$ cat src/rtl/pc_sequencer.sv
// Next-PC selection and fetch control: chooses sequential, branch, jump or hold,
// and generates stall bubbles, post-redirect flush and halt/resume.
module pc_sequencer #(
  parameter int unsigned MAX_ADDR         = 84,
  parameter int unsigned PC_STEP          = 4,
  parameter int unsigned STALL_CYCLES     = 1,
  parameter int unsigned REDIRECT_BUBBLES = 2
) (
  input  logic        Clock,
  input  logic        Reset,
  input  logic [31:0] PC,
  input  logic        BranchTaken,
  input  logic [31:0] BranchTarget,
  input  logic        Jump,
  input  logic [31:0] JumpTarget,
  input  logic        StallReq,
  input  logic        Halt,
  input  logic        Resume,
  output logic [31:0] NewPC,
  output logic        WriteEnable,
  output logic        Flush,
  output logic [1:0]  State
);

  localparam int unsigned AW = 32;
  localparam int unsigned CW = 4;

  localparam logic          STALL_HOLD  = (STALL_CYCLES > 1);
  localparam logic          REDIR_HOLD  = (REDIRECT_BUBBLES > 1);
  localparam logic [CW-1:0] STALL_INIT  = STALL_HOLD ? CW'(STALL_CYCLES - 1) : CW'(0);
  localparam logic [CW-1:0] REDIR_INIT  = REDIR_HOLD ? CW'(REDIRECT_BUBBLES - 1) : CW'(0);

  typedef enum logic [1:0] {
    ST_RUN      = 2'd0,
    ST_STALL    = 2'd1,
    ST_REDIRECT = 2'd2,
    ST_HALT     = 2'd3
  } state_e;

  state_e        state_q, state_d;
  logic [CW-1:0] cnt_q, cnt_d;
  logic [AW-1:0] seq_pc;
  logic [AW-1:0] redir_tgt;
  logic [AW-1:0] cand;
  logic          redir_req;
  logic          we;
  logic          flush;

  assign seq_pc    = PC + AW'(PC_STEP);
  assign redir_req = Jump | BranchTaken;
  // Jump outranks a simultaneous taken branch
  assign redir_tgt = Jump ? JumpTarget : BranchTarget;

  always_ff @(posedge Clock or posedge Reset) begin
    if (Reset) begin
      state_q <= ST_RUN;
      cnt_q   <= '0;
    end else begin
      state_q <= state_d;
      cnt_q   <= cnt_d;
    end
  end

  always_comb begin
    state_d = state_q;
    cnt_d   = cnt_q;
    cand    = seq_pc;
    we      = 1'b0;
    flush   = 1'b0;
    case (state_q)
      // RUN and STALL share halt/redirect handling; a stall only holds the PC
      ST_RUN, ST_STALL: begin
        if (Halt) begin
          state_d = ST_HALT;
          cnt_d   = '0;
        end else if (redir_req) begin
          cand  = redir_tgt;
          we    = 1'b1;
          flush = 1'b1;
          if (REDIR_HOLD) begin
            state_d = ST_REDIRECT;
            cnt_d   = REDIR_INIT;
          end else begin
            state_d = ST_RUN;
            cnt_d   = '0;
          end
        end else if (state_q == ST_STALL) begin
          if (cnt_q <= CW'(1)) begin
            state_d = ST_RUN;
            cnt_d   = '0;
          end else begin
            cnt_d = cnt_q - CW'(1);
          end
        end else if (StallReq) begin
          if (STALL_HOLD) begin
            state_d = ST_STALL;
            cnt_d   = STALL_INIT;
          end
        end else begin
          we = 1'b1;
        end
      end
      // Requests here come from squashed slots and are ignored
      ST_REDIRECT: begin
        flush = 1'b1;
        if (Halt) begin
          state_d = ST_HALT;
          cnt_d   = '0;
        end else begin
          we = 1'b1;
          if (cnt_q <= CW'(1)) begin
            state_d = ST_RUN;
            cnt_d   = '0;
          end else begin
            cnt_d = cnt_q - CW'(1);
          end
        end
      end
      ST_HALT: begin
        if (Resume && !Halt) begin
          state_d = ST_RUN;
        end
      end
      default: begin
        state_d = ST_RUN;
        cnt_d   = '0;
      end
    endcase
  end

  assign NewPC       = Reset ? '0 : ((cand > AW'(MAX_ADDR)) ? '0 : cand);
  assign WriteEnable = ~Reset & we;
  assign Flush       = ~Reset & flush;
  assign State       = state_q;

endmodule

$ cat config.mk
export PLATFORM = sky130hd
export DESIGN_NAME = pc_sequencer
export DESIGN_NICKNAME = d
export VERILOG_FILES = /design/src/rtl/pc_sequencer.sv
export SDC_FILE = /design/constraint.sdc
export NUM_CORES = 1
export LEC_CHECK = 0
export ABC_AREA = 1
export BUFFER_PORTS_ARGS = -buffer_cell sky130_fd_sc_hd__buf_4
export CORE_AREA = 4 4 87 69
export DETAILED_ROUTE_END_ITERATION = 16
export DIE_AREA = 0 0 91 73
export PLACE_DENSITY = 0.85
export SETUP_SLACK_MARGIN = 0.1
export SLEW_MARGIN = 15
export SYNTH_ARGS = -nofsm -noshare
export SYNTH_HDL_FRONTEND = slang
export SYNTH_SLANG_ARGS = --single-unit
$ cat constraint.sdc
create_clock -name Clock -period 3 [get_ports Clock]
set_input_delay 0 -clock Clock [delete_from_list [all_inputs] [get_ports Clock]]
set_output_delay 0 -clock Clock [all_outputs]
set_load 0.01 [all_outputs]
==> run summary <==
DRT iter0 DRCs -> 288
Leak Pwr -> 1.70 nW
Setup WS post-layout -> 0.634 ns
Crit-path slowest cell -> dfrtp_1
Synth Flop Type -> dfrtp_1
Finished Cell Area -> 3190 um2
wire length on met3 -> 973 um
Tmin final -> 2.37 ns
Mapped Cells -> 469
crit share post-route -> 0.789
met2 wire len -> 3850 um
Max Slew Vio Count -> 0
Setup CP Type -> flip-flop to output pin
Total Wirelength -> 8710 um
Final TNS setup -> 0 ns
Fill cells -> 537
clk root buf -> clkbuf_8
top post-synthesis cells by count -> nand2_1 (171), nor2_1 (75), nand3_1 (40), inv_1 (37), buf_4 (26)
Async SR Flop Fraction -> 1.00
post_cts resized -> 0
Power Density -> 286 nW/um2
CP max stage delay -> 0.41 ns
row count -> 23
routed via count -> 3273
crit path DAT -> 2.37 ns
PnR Total Power -> 0.914 mW
Placement Cell Area -> 3130 um2
number of synthesized flops with an enable pin -> 0
share of layout cells above drive strength 1 -> 0.241
Critical path buffers and inverters -> 2
number of port buffers -> 113
IO Count -> 139
Final ANT Viol Nets -> 0
total setup buffers inserted after CTS -> 0
RSZ-0062 raised after global routing -> false
Longest Clk Path Bufs -> 2
Synth top area share -> 0.273
vias in the first global route -> 2927
CTS tree -> done
CTS sink cnt -> 6
Final #Nets -> 684
Antenna Cells -> 0
Synth Register Bits -> 6
CP Capture Type -> output pin
Hold WS -> 0.0677 ns
outcome -> finished, final reports clean
largest net degree at the start of global routing -> 38
Distinct cells, synth -> 36
most frequent cell after synthesis -> nand2_1
Final Wtd Congestion -> 0.939
Final HPWL DP -> 7190 um
Syn Area/Cell -> 5.02 um2
DIE AREA -> 6640 um2
final count of negative-setup-slack endpoints -> 0
post-DR vias/cell -> 5.13
die height -> 73 um
CP cell instances -> nor2_1, nand2_2, inv_2, o21ai_0, nand2_1, nand2_1, nor2_1, nand2_1, nor2_1, nand2_1, nor2_1, nand2_2, nor2_1, buf_4
first-pass GRT wire length -> 13700 um
total iterations of the first detailed-routing run -> 5
Max-Cap Viols -> 0
CTS H-tree lvls -> 1
antenna violations before repair -> 0
fmax -> 0.423 GHz
core area -> 5180 um2
highest routed layer -> met4
DRC -> 0
hold buffer count at cts -> 2
Max Fanout on Critical Path -> 23
synth warn -> 0
Post-Syn Area -> 2350 um2
leading area contributor after synthesis -> nand2_1
Area contributors post-synth -> nand2_1 (27%), nor2_1 (12%), nand3_1 (8.5%)
worst-skew pair later-pin latency -> 0.23 ns
CP startpoint kind -> flip-flop
Clk pin slew, worst setup/hold paths -> 0.04 ns
GR Util All Layers -> 0.250
worst min path class -> input port to flip-flop
Initial Utilization -> 0.455
gr ovfl total -> 0
die width -> 91 um
CP required -> 3.00 ns
VDD IR max -> 0.000184 V
Final Hold Viols -> 0
DP Worst Slack -> 0.914 ns
Area growth syn-to-layout -> 35.7%
most used cell, CP -> nor2_1
Crit path max-delay family -> simple AND/OR/NAND/NOR gates
detailed-routing wirelength on met1 -> 3770 um
DR WL/cell -> 13.7 um
Worst Skew -> 0.00653 ns
sequential fraction of the synthesis area -> 0.0638
CTS Buf Count -> 3
## layer usage
metal  up-vias  track usage
met4         0       0.0518
met3        13       0.0433
met5         -            0
li1       1658            -
met1      1413        0.351
met2       189        0.402
## cell families after synthesis
kind of cell / share of synthesized area
AOI/OAI and AO/OA: 0.120
xor gates and xnor gates: 0.0298
adders and majority gates: 0.0159
buffers and inverters: 0.169
DFF: 0.0638
muxes: 0.0170
other: 0.00159
and+or+nand+nor: 0.583
## final cells by class
cell class                      instances  area, um2  area share
Clock buffer                            3       41.3      0.0129
Inverter                               39        146      0.0458
Multi-Input combinational cell        411       1900       0.593
Sequential cell                         6        150      0.0470
Tap cell                               62       77.6      0.0243
Timing Repair Buffer                  117        883       0.277
## registers in the layout (all words and copies together), names as in the netlist
name and flops:
cnt_q 4, State 2
## metrics by stage
stage	cells	utilization
floorplan	493	-
global placement	633	0.605
detailed placement	633	0.605
CTS	638	0.617
global route	638	0.617
finish	638	0.617
## layout by cell type (no fill, tap or decap), types with 3 or more instances in the layout
master / instances
or2_2: 4
dfrtp_1: 6
or2_0: 4
o21ai_0: 19
mux2i_1: 4
ha_1: 3
inv_1: 37
nand4_1: 5
nand3b_1: 4
nor2_2: 6
o22ai_1: 3
conb_1: 25
nor2_1: 75
buf_4: 115
xor2_1: 3
a21oi_1: 11
nand2_1: 171
nand3_1: 40
or2_1: 3
o211ai_1: 8
xnor2_1: 5
nand2_2: 5
clkbuf_8: 3
## report_power, final
| part | switching [mW] | internal (mW) | leakage, nW |
|---|---|---|---|
| Clock | 0.0428 | 0.0869 | 0.0216 |
| Combinational | 0.388 | 0.264 | 1.60 |
| Sequential | 0.0215 | 0.111 | 0.0746 |
| Total | 0.452 | 0.462 | 1.70 |
## worst register-to-register path: stages (launching register included)
cell,delay [ns]
dfrtp_1,0.36
inv_1,0.09
ha_1,0.24
o211ai_1,0.37
nand2_1,0.10
a21oi_1,0.27
o21ai_0,0.13
a31oi_1,0.15
## path summary, 6_finish.rpt
path	startpoint	to	slack (ns)	depth (start not counted)
hold / removal	Halt	State[1]	0.07	3
min in group asynchronous	Reset	State[0]	0.33	3
hold reg to reg	cnt_q[2]	cnt_q[2]	0.45	1
max in group asynchronous	Reset	cnt_q[3]	2.39	3
setup / recovery	State[1]	NewPC[2]	0.63	14
setup reg to reg	cnt_q[0]	cnt_q[2]	1.21	7
Power figures use the tool's default switching activity.
